File: config.mk
export PLATFORM = sky130hd
export DESIGN_NAME = dmem_port_arbiter
export DESIGN_NICKNAME = d
export VERILOG_FILES = /design/src/rtl/dmem_port_arbiter_pkg.sv /design/src/rtl/dmem_port_arbiter_sat_counter.sv /design/src/rtl/dmem_port_arbiter.sv
export SDC_FILE = /design/constraint.sdc
export NUM_CORES = 1
export LEC_CHECK = 0
export ABC_AREA = 1
export BUFFER_PORTS_ARGS = -buffer_cell sky130_fd_sc_hd__buf_2
export CAP_MARGIN = 15
export CORE_AREA = 2 2 117 119
export DETAILED_ROUTE_END_ITERATION = 12
export DIE_AREA = 0 0 119 121
export HOLD_SLACK_MARGIN = 0.15
export PLACE_DENSITY = 0.64
export SETUP_SLACK_MARGIN = 0.2
export SYNTH_ARGS = -nofsm -noshare
export SYNTH_HDL_FRONTEND = slang
export SYNTH_SLANG_ARGS = --single-unit
File: constraint.sdc
create_clock -name clk -period 3.88 [get_ports clk]
set_input_delay 0.388 -clock clk [delete_from_list [all_inputs] [get_ports clk]]
set_output_delay 0.388 -clock clk [all_outputs]
set_load 0.03 [all_outputs]
File: src/rtl/dmem_port_arbiter_pkg.sv
// Purpose : shared definitions for the data-memory port arbiter.
//   - arb_state_t   : arbiter FSM state (CPU-owned / loader burst locked)
//   - DEF_*         : default DEPTH / STARVE_LIMIT / MAX_BURST
//   - addr_in_range : word-index bounds check against the RAM depth
package dmem_arb_pkg;

  typedef enum logic {
    S_CPU = 1'b0,
    S_LD  = 1'b1
  } arb_state_t;

  localparam int unsigned DEF_DEPTH        = 101;
  localparam int unsigned DEF_STARVE_LIMIT = 8;
  localparam int unsigned DEF_MAX_BURST    = 16;

  function automatic logic addr_in_range(input logic [31:0] addr, input int unsigned depth);
    return addr < depth;
  endfunction

endpackage

File: src/rtl/dmem_port_arbiter_sat_counter.sv
// Purpose : saturating up-counter with synchronous clear.
// Ports   :
//   clk, rst_n : clock, synchronous active-low reset (count -> 0)
//   i_clr      : clear to 0 (wins over i_inc)
//   i_inc      : increment by one, holding at MAX
//   o_count    : current count
module arb_sat_counter #(
  parameter int unsigned WIDTH = 4,
  parameter int unsigned MAX   = 8
) (
  input  logic             clk,
  input  logic             rst_n,
  input  logic             i_clr,
  input  logic             i_inc,
  output logic [WIDTH-1:0] o_count
);

  logic [WIDTH-1:0] r_count;

  always_ff @(posedge clk) begin
    if (!rst_n) begin
      r_count <= '0;
    end else if (i_clr) begin
      r_count <= '0;
    end else if (i_inc && (r_count != WIDTH'(MAX))) begin
      r_count <= r_count + WIDTH'(1);
    end
  end

  assign o_count = r_count;

endmodule

File: src/rtl/dmem_port_arbiter.sv
// Purpose : shares the single-port data RAM between the CPU MEM stage and an
//           external loader/debug port. CPU has priority; the loader takes idle
//           cycles, is force-granted after STARVE_LIMIT waiting cycles, and may
//           lock the port for a burst of up to MAX_BURST beats.
// Ports   :
//   clk, rst_n                         : clock, synchronous active-low reset
//   MemReadM/MemWriteM/ALUOutM/
//   WriteDataM                         : CPU MEM-stage access (word index)
//   ReadDataM                          : CPU load data (straight from ram_rd)
//   StallM                             : freeze IF..MEM this cycle
//   ld_req/ld_we/ld_last/ld_addr/
//   ld_wdata                           : loader beat request
//   ld_gnt                             : loader beat accepted this cycle
//   ld_rdata/ld_rvalid                 : registered loader read data, 1-cycle valid
//   ram_we/ram_addr/ram_wd/ram_rd      : RAM pins (async read)
//   addr_err                           : owner's access out of range this cycle
module dmem_port_arbiter
  import dmem_arb_pkg::*;
#(
  parameter int unsigned DEPTH        = DEF_DEPTH,
  parameter int unsigned STARVE_LIMIT = DEF_STARVE_LIMIT,
  parameter int unsigned MAX_BURST    = DEF_MAX_BURST
) (
  input  logic        clk,
  input  logic        rst_n,
  input  logic        MemReadM,
  input  logic        MemWriteM,
  input  logic [31:0] ALUOutM,
  input  logic [31:0] WriteDataM,
  output logic [31:0] ReadDataM,
  output logic        StallM,
  input  logic        ld_req,
  input  logic        ld_we,
  input  logic        ld_last,
  input  logic [31:0] ld_addr,
  input  logic [31:0] ld_wdata,
  output logic        ld_gnt,
  output logic [31:0] ld_rdata,
  output logic        ld_rvalid,
  output logic        ram_we,
  output logic [31:0] ram_addr,
  output logic [31:0] ram_wd,
  input  logic [31:0] ram_rd,
  output logic        addr_err
);

  localparam int unsigned WCW = $clog2(STARVE_LIMIT + 1);
  localparam int unsigned BCW = $clog2(MAX_BURST + 1);

  arb_state_t      r_state;
  arb_state_t      w_next_state;
  logic            r_post_burst;
  logic            r_ld_rvalid;
  logic [31:0]     r_ld_rdata;

  logic [WCW-1:0]  w_wait_cnt;
  logic [BCW-1:0]  w_beat_cnt;
  logic            w_cpu_acc;
  logic            w_starve;
  logic            w_gnt;
  logic            w_stall;
  logic            w_beat_clr;
  logic            w_beat_inc;
  logic            w_wait_clr;
  logic            w_wait_inc;
  logic [31:0]     w_addr;
  logic [31:0]     w_wd;
  logic            w_own_wr;
  logic            w_own_acc;
  logic            w_in_range;

  assign w_cpu_acc = MemReadM | MemWriteM;
  assign w_starve  = (w_wait_cnt == WCW'(STARVE_LIMIT));

  // Grant / stall decision and next state. Everything is forced inactive while
  // rst_n is low so a burst cut by reset cannot issue a partial write.
  always_comb begin
    w_gnt        = 1'b0;
    w_stall      = 1'b0;
    w_next_state = r_state;
    w_beat_clr   = 1'b0;
    w_beat_inc   = 1'b0;
    if (rst_n) begin
      case (r_state)
        S_CPU: begin
          // Right after a burst the CPU always gets the port if it wants it.
          w_gnt   = ld_req & (~w_cpu_acc | (w_starve & ~r_post_burst));
          w_stall = w_gnt & w_cpu_acc;
          if (w_gnt && !ld_last) begin
            w_next_state = S_LD;
            w_beat_inc   = 1'b1;   // beat_cnt is 0 in S_CPU, so this loads 1
          end else begin
            w_beat_clr   = 1'b1;
          end
        end
        S_LD: begin
          w_gnt   = ld_req;
          w_stall = w_cpu_acc;
          // With w_gnt == ld_req the exit terms collapse to this form.
          if (!ld_req || ld_last || (w_beat_cnt == BCW'(MAX_BURST - 1))) begin
            w_next_state = S_CPU;
            w_beat_clr   = 1'b1;
          end else begin
            w_beat_inc   = 1'b1;
          end
        end
        default: w_next_state = S_CPU;
      endcase
    end
  end

  assign w_wait_clr = w_gnt | ~ld_req;
  assign w_wait_inc = (r_state == S_CPU) & ld_req & ~w_gnt;

  arb_sat_counter #(
    .WIDTH (WCW),
    .MAX   (STARVE_LIMIT)
  ) u_wait_cnt (
    .clk     (clk),
    .rst_n   (rst_n),
    .i_clr   (w_wait_clr),
    .i_inc   (w_wait_inc),
    .o_count (w_wait_cnt)
  );

  arb_sat_counter #(
    .WIDTH (BCW),
    .MAX   (MAX_BURST - 1)
  ) u_beat_cnt (
    .clk     (clk),
    .rst_n   (rst_n),
    .i_clr   (w_beat_clr),
    .i_inc   (w_beat_inc),
    .o_count (w_beat_cnt)
  );

  // RAM-side mux: the loader owns the port exactly when it is granted.
  assign w_addr     = w_gnt ? ld_addr  : ALUOutM;
  assign w_wd       = w_gnt ? ld_wdata : WriteDataM;
  assign w_own_wr   = w_gnt ? ld_we    : MemWriteM;
  assign w_own_acc  = w_gnt | w_cpu_acc;
  assign w_in_range = addr_in_range(w_addr, DEPTH);

  assign ram_addr  = w_addr;
  assign ram_wd    = w_wd;
  assign ram_we    = rst_n & w_own_wr & w_in_range;
  assign addr_err  = rst_n & w_own_acc & ~w_in_range;
  assign ReadDataM = ram_rd;
  assign StallM    = w_stall;
  assign ld_gnt    = w_gnt;
  assign ld_rdata  = r_ld_rdata;
  assign ld_rvalid = r_ld_rvalid;

  always_ff @(posedge clk) begin
    if (!rst_n) begin
      r_state      <= S_CPU;
      r_post_burst <= 1'b0;
      r_ld_rvalid  <= 1'b0;
      r_ld_rdata   <= '0;
    end else begin
      r_state      <= w_next_state;
      r_post_burst <= (r_state == S_LD) && (w_next_state == S_CPU);
      r_ld_rvalid  <= w_gnt & ~ld_we;
      if (w_gnt && !ld_we) begin
        r_ld_rdata <= w_in_range ? ram_rd : '0;
      end
    end
  end

endmodule

**Word-level counts from Yosys, hierarchy flattened**

Cells that the tools add are included.

- Input port bits: 167
- Register bits: 44

- Reduce and logical (&&, ||, !) cells: 12
- Add/subtract/negate cells: 2
- Multiplexer cells: 17
- $lt $le $gt $ge: 1
- Bitwise operators: 23
- Equality and inequality tests: 4

Operators with widths:

| operator | number |
|---|---|
| $mux W32 | 3 |
| $lt A32 B7 Y1 const B | 1 |
| $and A1 B1 Y1 | 10 |
| $mux W1 | 10 |
| $not A1 Y1 | 9 |
| $pmux W1 S2 | 4 |
| $add A5 B1 Y5 const B | 1 |
| $eq A5 B4 Y1 const B | 1 |
| $logic_and A1 B1 Y1 | 5 |
| $ne A5 B4 Y1 const B | 1 |
| $add A4 B1 Y4 const B | 1 |
| $eq A4 B4 Y1 const B | 1 |
| $ne A4 B4 Y1 const B | 1 |
| $or A1 B1 Y1 | 4 |
| $reduce_or A2 Y1 | 2 |
| $logic_not A1 Y1 | 3 |
| $logic_or A1 B1 Y1 | 2 |

**Logic depth before layout (Yosys ltp)**

Gate-level depths: netlist of run 1.

- Depth after elaboration: 10
- Mapped depth: 17
- Depth with buffers taken out: 15

**Cells and area by module**

From an unflattened synthesis of run 1, not the netlist that was laid out.

- Cells, all modules: 566
- Area, all modules: 3455.8 um2

By module, submodules not included:

| module | cells each | seq. area each (um2) | times used | area each (um2) |
|---|---|---|---|---|
| dmem_port_arbiter | 494 | 700.7 | 1 | 2936.6 |
| arb_sat_counter (u_beat_cnt) | 35 | 100.1 | 1 | 274.0 |
| arb_sat_counter (u_wait_cnt) | 37 | 80.1 | 1 | 245.2 |

**Least setup slack after synthesis of run 1**

No wires, ideal clock.

- Path kind: register to output
- Start: register u_wait_cnt.r_count[0] (netlist: u_wait_cnt.o_count[0])
- End: output port ram_we
- Arrival: 2.555 ns
- Data required time: 3.492 ns
- Cell stages (with the launch flop): 17
- Slack: 0.937 ns
- Path through: dfxtp_1 -> inv_1 -> ha_1 -> nand2_1 -> nor2_2 -> nand2_2 -> nand3_4 -> nand2_4 -> buf_6 -> nand2_1 -> nand2_1 -> nor2_1 -> nand2_1 -> nand2_1 -> nor2_4 -> nand3_1 -> nor3_1

- Word-level cells in the longest chain between the ends: 9
- Elaborated cells on any way between the ends: 11
- Classes of those cells: order compare: 1; eq/ne: 1; mux: 4; bitwise: 5

RTL lines:

| element | RTL line | RTL |
|---|---|---|
| start: declaration | dmem_port_arbiter_sat_counter.sv:18 | `logic [WIDTH-1:0] r_count;` |
| start signal: assignment | dmem_port_arbiter_sat_counter.sv:26 | `r_count <= r_count + WIDTH'(1);` |
| $eq A4 B4 Y1 | dmem_port_arbiter.sv:73 | `assign w_starve = (w_wait_cnt == WCW'(STARVE_LIMIT));` |
| $and A1 B1 Y1 | dmem_port_arbiter.sv:87 | `w_gnt = ld_req & (~w_cpu_acc \| (w_starve & ~r_post_burst));` |
| $or A1 B1 Y1 | dmem_port_arbiter.sv:87 |  |
| $and A1 B1 Y1 | dmem_port_arbiter.sv:87 |  |
| $pmux W1 S2 | dmem_port_arbiter.sv:84 | `case (r_state)` |
| $mux W1 | dmem_port_arbiter.sv:83 | `if (rst_n) begin` |
| $mux W32 | dmem_port_arbiter.sv:138 | `assign w_addr = w_gnt ? ld_addr : ALUOutM;` |
| net ram_addr[7] | dmem_port_arbiter.sv:41 | `output logic [31:0] ram_addr,` |
| $lt A32 B7 Y1 | dmem_port_arbiter_pkg.sv:17 | `return addr < depth;` |
| $and A1 B1 Y1 | dmem_port_arbiter.sv:146 | `assign ram_we = rst_n & w_own_wr & w_in_range;` |
| end: declaration | dmem_port_arbiter.sv:40 | `output logic ram_we,` |

The timed path passes the listed nets, and every way through them passes these cells.

**Worst setup path after layout of run 1**

- Start: register u_wait_cnt.r_count[1] (netlist: u_wait_cnt.o_count[1])
- End: output port ram_we

- Word-level cells in the longest chain between the ends: 9
- Elaborated cells on any way between the ends: 11
- Classes of those cells: order compare: 1; eq/ne: 1; mux: 4; bitwise: 5

RTL lines:

| element | RTL line |
|---|---|
| $eq A4 B4 Y1 (*) | dmem_port_arbiter.sv:73 |
| $and A1 B1 Y1 (*) | dmem_port_arbiter.sv:87 |
| $or A1 B1 Y1 (*) | dmem_port_arbiter.sv:87 |
| $and A1 B1 Y1 (*) | dmem_port_arbiter.sv:87 |
| $pmux W1 S2 (*) | dmem_port_arbiter.sv:84 |
| $mux W1 (*) | dmem_port_arbiter.sv:83 |
| $mux W32 or $mux W1 (tied branches) | dmem_port_arbiter.sv:138, dmem_port_arbiter.sv:140 |
| $lt A32 B7 Y1 or $and A1 B1 Y1 (tied branches) | dmem_port_arbiter_pkg.sv:17, dmem_port_arbiter.sv:146 |
| $and A1 B1 Y1 (*) | dmem_port_arbiter.sv:146 |

Every way passes the cells marked *; elsewhere a longest branch is shown, timed or not.

==> reports/qor.csv, run 1 <==
stage;metric;value;unit
floorplan;Die ar.;0.01440;mm2
cts;root buffer cell;clkbuf_16;
synthesis;number of synthesis warnings;0;
synthesis;syn_area_per_cell;6.199;um2
synthesis;main flop type after synthesis;dfxtp_1;
finish;FF+latch area;880.8;um2
cts;TritonCTS clock tree;built;
synthesis;synthesized flop and latch total;44;
cts;CTS Hold Buffers Added;0;
synthesis;Async SR Flop Fraction;0;%
global_route;first-pass GRT wire length;19770;um
drt;initial drt markers;229;
synthesis;number of flops mapped to enable cells by yosys;0;
cts;Clk Latency, worst-skew pair;0.28;ns
drt;vias per inst;4.410;
sta;worst slew pin tran;0.5105;ns
synthesis;Yosys top cell by area;dfxtp_1;
synthesis;top cells by area, synth;dfxtp_1 26%, nand2_1 20%, buf_4 7.8%;
synthesis;Netlist cell types;30;
finish;# fillers;1469;
place;DP Area;0.004695;mm2
sta;relative slew slack;65.89;%
worst_setup_path;critical setup path kind;register to output port;
global_route;total grt overflow;0;
synthesis;most common library cells after synthesis;180 x nand2_1, 61 x inv_1, 44 x dfxtp_1, 37 x a21oi_1, 36 x o21ai_0;
floorplan;Die Ht;121;um
global_route;vias in the first global route;3882;
finish;nets;963;
synthesis;Synth Instances;546;
sta;Fin Hold WS;0.3942;ns
drt;Remaining DRCs;0;
drt;DR vias;4282;
sta;final hold vios;0;
flow_run;total of max-cap violations;0;
sta;Fin Setup TNS;0;ns
place;Final GP Congestion;0.9205;
synthesis;cell with the most instances after synthesis;nand2_1;
cts;Post-CTS Setup Bufs;0;
finish;post-route insts no fill;971;
pwr;overall power;1.363;mW
drt;final WL;13250;um
sta;Fmax achieved;298.8;MHz
worst_setup_path;CP required;3.49;ns
finish;footprint of the multi-input gates;0.001817;mm2
worst_setup_path;Worst Setup End Kind;output port;
finish;share of layout cells above drive strength 1;42.37;%
cts;CTS max path bufs;2;
status;status;completed;
hold_path;Worst Hold Class;primary input to register;
pwr;Pwr per Cell Area;280.5;mW/mm2
sta;minimum clock period;3.347;ns
finish;fin area;0.004858;mm2
global_route;initial antenna violation count;2;
finish;P&R area growth vs syn;43.55;%
floorplan;Initial Util;25.87;%
cts;Worst-path clk slew;0.06;ns
synthesis;sequential element share of the synthesized area;26.03;%
synthesis;Yosys top cell area share;26.03;%
drt;antenna violation net count after detailed routing;0;
floorplan;Std-Cell Rows;42;
worst_setup_path;cell mode on critical path;nand2_1;
synthesis;synthesized cell area;0.003384;mm2
cts;CTS H-tree depth;2;
global_route;pin count of the biggest net entering global routing;48;
synthesis;syn_nets;717;
floorplan;Die Width;119;um
sta;max-slew violation count;0;
cts;TritonCTS Buffers;5;
global_route;Total Routing Usage GR;17.04;%
sta;Setup Skew;0.004672;ns
floorplan;core footprint;0.01309;mm2
worst_setup_path;Critical Path Start Type;register;
worst_setup_path;CP Data Arrival Time;2.96;ns
worst_setup_path;slowest stage delay, CP;0.37;ns
place;Cells after DPL;961;
sta;crit share post-route;86.26;%
worst_setup_path;CP bufs+invs;2;
place;Post-DP HPWL;10600;um
cts;Sink Count;44;
worst_setup_path;largest fanout on the critical path;47;
place;port buffer count;299;
pwr;Max IR drop VDD;0.2286;mV
worst_setup_path;crit path cell chain;inv_1 -> ha_1 -> nand2_1 -> nor2_2 -> nand2_2 -> nand3_4 -> nand2_8 -> nand2_1 -> o21ai_2 -> nand2_1 -> nor2_1 -> nand2_1 -> nor2_4 -> nand3_1 -> nor3_1 -> buf_2;
pwr;static leakage;2.811;nW
drt;drt pass-1 iters;4;
drt;WL/cell;13.64;um
floorplan;IO Count;300;
worst_setup_path;delay-heaviest family, CP;simple AND/OR/NAND/NOR gates;
sta;Final Setup Violations;0;
worst_setup_path;Slowest-stage cell, CP;dfxtp_1;
sta;RSZ-0062 raised after global routing;no;
worst paths after layout:
kind | slack (ns) | cells past startpoint | end | startpoint
setup / recovery | 0.53 | 16 | ram_we | u_wait_cnt.o_count[1]$_SDFFE_PP0P_
hold / removal | 0.39 | 3 | ld_rdata[22]$_SDFFE_PN0P_ | ram_rd[22]
setup reg to reg | 1.14 | 16 | ld_rdata[10]$_SDFFE_PN0P_ | u_wait_cnt.o_count[1]$_SDFFE_PP0P_
hold reg to reg | 0.47 | 2 | u_wait_cnt.o_count[3]$_SDFFE_PP0P_ | u_wait_cnt.o_count[3]$_SDFFE_PP0P_
worst min-delay path: cells and delay by family:
kind | cells | cell delay [ns]
compound gates | 1 | 0.06
buf+inv | 1 | 0.10
simple gates | 1 | 0.08
stage by stage:
stage                     util [%]  worst slack, ns
after floorplan                  -           0.9370
after global placement       35.88           0.7108
after detailed placement     35.88           0.6943
after CTS                    37.02           0.3733
after global routing         37.09           0.2873
final                        37.13           0.5331
cells by family (layout without fill, tap and decap cells):
logic type	Yosys count	in the layout	share of synthesized area (%)
DFF	44	44	26.03
adders and majority gates	4	4	1.479
xor gates and xnor gates	2	2	0.5177
and+or+nand+nor	283	283	38.23
buffers and inverters	130	377	20.78
AOI/OAI and AO/OA	83	83	12.98
other	0	2	0
sequential cells by signal, summed over array words and instances, names as in the netlist:
register,flops
ld_rdata,32
ld_rvalid,1
r_post_burst,1
r_state,1
u_beat_cnt.o_count,5
u_wait_cnt.o_count,4
cells in the final DEF, fill, tap and decap left out, types with 2 or more instances in the layout:
master	instances
buf_2	299
nand2_1	180
inv_1	61
dfxtp_1	44
a21oi_1	37
o21ai_0	36
nand4_1	32
nor2_1	21
nand3b_1	15
nand3_1	14
buf_4	7
nand2_2	6
o21ai_2	5
clkbuf_16	5
nor3_1	4
ha_1	4
nor2_2	3
o21ai_1	3
nor2_4	3
diode_2	2
inv_2	2
xor2_1	2
what timing repair did:
action,4_1_cts,5_1_grt
endpoints found under the hold margin,0,0
endpoints found under the setup margin,0,2
resized for setup,0,1
routing by layer:
metal / vias up / track usage [%] / share of wire [%]
li1: 2204 / - / -
met1: 1875 / 20.92 / 43
met2: 191 / 30.35 / 48
met3: 12 / 3.759 / 7.2
met4: 0 / 3.943 / 1.3
met5: - / 0 / 0
area by class of cell:
cell class | instances | area share [%]
Antenna cell | 2 | 0.1030
Clock buffer | 7 | 2.936
Sequential cell | 44 | 18.13
Multi-Input combinational cell | 372 | 37.39
Tap cell | 176 | 4.533
Inverter | 63 | 4.867
Clock inverter | 1 | 0.1545
Timing Repair Buffer | 306 | 31.88
report_power, final:
group          internal, mW  total [mW]  switching (mW)
registers             0.462       0.466         0.00479
logic                 0.154       0.469           0.315
clock network         0.256       0.427           0.171
total                 0.872        1.36           0.491
Power figures use the tool's default switching activity.
==> run 2, diff against run 1 <==
--- a/config.mk
+++ b/config.mk
@@ -12,7 +12,7 @@
 export DETAILED_ROUTE_END_ITERATION = 12
 export DIE_AREA = 0 0 119 121
 export HOLD_SLACK_MARGIN = 0.15
-export PLACE_DENSITY = 0.64
+export PLACE_DENSITY = 0.65
 export SETUP_SLACK_MARGIN = 0.2
 export SYNTH_ARGS = -nofsm -noshare
 export SYNTH_HDL_FRONTEND = slang
==> constraint.sdc (replaced) <==
create_clock -name clk -period 3.88 [get_ports clk]
set_input_delay 0 -clock clk [delete_from_list [all_inputs] [get_ports clk]]
set_output_delay 0 -clock clk [all_outputs]
set_load 0.03 [all_outputs]
==> run 2 against run 1 <==
Net effect:
- sequential share of layout area decreased by 1.2 points
- wire length is 3.9% higher
- fmax grew 4.5%
- die area unchanged
- clock-buffer cell count is 1 lower
- non-clock buffer count increased by 34
- sequential power hardly changed
- setup slack improved by 0.14 ns
- final cell count rose by 3.5%
- clock skew increased by 0.0018 ns
- core utilization up 2.6 points
- critical endpoint is now addr_err
- largest cell class is now buffers
- highest routed layer unchanged
==> reports/qor.csv, run 2 (same netlist as run 1, synthesis figures left out) <==
stage;metric;value;unit;change
worst_setup_path;largest fanout on the critical path;56;;+19%
worst_setup_path;Slowest-stage cell, CP;nand2_4;;
sta;minimum clock period;3.204;ns;-0.1430 ns
hold_path;WHS Path Cells;5;;+2
cts;CTS H-tree depth;2;;unchanged
place;Post-DP HPWL;10470;um;-1.2%
status;status;completed;;
worst_setup_path;delay-heaviest family, CP;simple AND/OR/NAND/NOR gates;;
finish;post-layout util;39.77;%;+2.6 points
finish;share of layout cells above drive strength 1;40.63;%;-1.7 points
sta;worst slew pin tran;0.7316;ns;+0.2211 ns
worst_setup_path;CP bufs+invs;3;;+1
place;port buffer count;299;;unchanged
finish;max reg flops;32;;unchanged
drt;routed wl met2;7134;um;+12%
drt;highest routed layer;met4;;
hold_path;Hold Crit Endpoint;u_wait_cnt.o_count[2]$_SDFFE_PP0P_;;
worst_setup_path;crit path cell chain;inv_1 -> ha_1 -> nand2_1 -> nor2_2 -> nand2_2 -> nand3_4 -> nand2_4 -> inv_2 -> nand2_1 -> nand2_1 -> nor2_1 -> nand2_1 -> nor2_4 -> nand3_1 -> a21boi_0 -> buf_2;;
drt;vias per inst;4.461;;+1.2%
drt;routed metal-1 wire length;5386;um;-5.9%
floorplan;Die Width;119;um;unchanged
sta;Final Setup Violations;0;;unchanged
global_route;initial antenna violation count;1;;-1
place;Final GP Congestion;0.8435;;-8.4%
worst_setup_path;CP Data Arrival Time;3.20;ns;+0.24 ns
drt;initial drt markers;202;;-12%
sta;max-slew violation count;0;;unchanged
global_route;vias in the first global route;4096;;+5.5%
floorplan;Std-Cell Rows;42;;unchanged
worst_setup_path;cell mode on critical path;nand2_1;;
cts;TritonCTS clock tree;built;;
finish;most common cell after layout, fill and taps aside;buf_2;;
flow_run;total of max-cap violations;0;;unchanged
sta;crit share post-route;82.57;%;-3.7 points
floorplan;IO Count;300;;unchanged
worst_setup_path;Reg2Reg Setup Slack;0.80;ns;-0.34 ns
floorplan;Initial Util;25.87;%;unchanged
global_route;Total Routing Usage GR;17.81;%;+0.77 points
finish;most frequent cells in the layout;299 x buf_2, 180 x nand2_1, 61 x inv_1;;
sta;relative slew slack;51.11;%;-15 points
drt;DR vias;4483;;+4.7%
sta;Fin Hold WS;0.1619;ns;-0.2323 ns
cts;Worst-path clk slew;0.06;ns;about the same
cts;post-CTS resize count;0;;unchanged
finish;# fillers;1401;;-4.6%
drt;DR WL met3;1137;um;+19%
cts;root buffer cell;clkbuf_16;;
global_route;total grt overflow;0;;unchanged
cts;Sink Count;44;;unchanged
sta;final hold vios;0;;unchanged
floorplan;Die ar.;0.01440;mm2;unchanged
worst_setup_path;slowest stage delay, CP;0.57;ns;+0.20 ns
global_route;pin count of the biggest net entering global routing;57;;+19%
drt;Remaining DRCs;0;;unchanged
cts;Clk Latency, worst-skew pair;0.28;ns;about the same
sta;Setup Skew;0.006466;ns;+0.001794 ns
pwr;Max IR drop VDD;0.1823;mV;-20%
cts;CTS max path bufs;2;;unchanged
worst_setup_path;RR Endpoint;ld_rdata[8]$_SDFFE_PN0P_;;
hold_path;Worst Hold Class;primary input to register;;
worst_setup_path;CP required;3.88;ns;+0.39 ns
hold_path;min-delay src;ld_req;;
cts;TritonCTS Buffers;5;;unchanged
sta;Fmax achieved;312.1;MHz;+4.5%
global_route;first-pass GRT wire length;20720;um;+4.8%
drt;WL/cell;13.70;um;+0.43%
floorplan;Die Ht;121;um;unchanged
finish;nets;997;;+3.5%
drt;drt pass-1 iters;5;;+1
drt;final WL;13770;um;+3.9%
worst_setup_path;Worst Reg2Reg Path Length in Cells;16;;unchanged
floorplan;core footprint;0.01309;mm2;unchanged
sta;Fin Setup TNS;0;ns;unchanged
pwr;overall power;1.438;mW;+5.5%
finish;P&R area growth vs syn;53.75;%;
pwr;static leakage;2.973;nW;+5.8%
worst_setup_path;R2R Path Start;u_wait_cnt.o_count[0]$_SDFFE_PP0P_;;
worst_setup_path;Worst Setup End Kind;output port;;
pwr;Pwr per Cell Area;276.3;mW/mm2;-1.5%
worst_setup_path;critical setup path kind;register to output port;;
worst_setup_path;Critical Path Start Type;register;;
sta;RSZ-0062 raised after global routing;no;;
drt;antenna violation net count after detailed routing;0;;unchanged
[run 2: cell types whose count changed in the layout (fill, tap and decap cells not counted), sizes merged]
| cell | before | now |
|---|---|---|
| clkinvlp | 1 | 0 |
| bufinv | 0 | 1 |
| dlygate4sd3 | 0 | 34 |
| clkbuf | 7 | 6 |
| clkinv | 0 | 1 |
[run 2: final cells by class]
| class | count | area (um2) | area share, % |
|---|---|---|---|
| clock inverter | 2 | 35.03 | 0.6732 |
| multi-input combinational | 372 | 1808 | 34.74 |
| tap | 176 | 220.2 | 4.232 |
| antenna | 2 | 5.005 | 0.09618 |
| inverter | 63 | 236.5 | 4.544 |
| timing repair buffer | 340 | 1889 | 36.31 |
| clock buffer | 6 | 128.9 | 2.477 |
| sequential | 44 | 880.8 | 16.93 |
[run 2: how the worst max path moves through the flow]
stage | startpoint | endpoint | cells after the start
after floorplan | u_wait_cnt.o_count[0]$_SDFFE_PP0P_ | ram_we | 16
after global placement | u_wait_cnt.o_count[0]$_SDFFE_PP0P_ | ld_rdata[3]$_SDFFE_PN0P_ | 16
after detailed placement | u_wait_cnt.o_count[0]$_SDFFE_PP0P_ | ld_rdata[31]$_SDFFE_PN0P_ | 16
after CTS | u_wait_cnt.o_count[0]$_SDFFE_PP0P_ | addr_err | 16
after global routing | u_wait_cnt.o_count[0]$_SDFFE_PP0P_ | addr_err | 15
final | u_wait_cnt.o_count[0]$_SDFFE_PP0P_ | addr_err | 16
[run 2: per-stage QoR]
step                worst slack (ns)  instances  cell area [um2]
CTS                           0.6646       1003             5199
finish                        0.6761       1005             5204
global placement              0.8685        961             4695
global route                  0.4115       1003             5199
detailed placement            0.8234        961             4695
floorplan                      1.325        546             3385
[run 2: tightest hold or removal path: cells and delay by family]
family,cells,cell delay [ns]
AO/OA/AOI/OAI,1,0.03
buffers and inverters,1,0.11
AND/OR/NAND/NOR,3,0.24
[run 2: what timing repair did]
action	in CTS	in global routing
buffers inserted	0	0
hold buffers	34	0
endpoints found under the hold margin	33	0
[run 2: routing by layer]
metal,GRT usage (%),vias up
li1,-,2268
met1,20.48,1984
met2,34.09,219
met3,3.806,12
met4,2.976,0
met5,0,-
[run 2: power by group]
part	total [mW]	switching, mW	internal (mW)
Clock	0.474	0.171	0.303
Combinational	0.497	0.320	0.176
Sequential	0.467	0.00526	0.462
Total	1.44	0.497	0.941
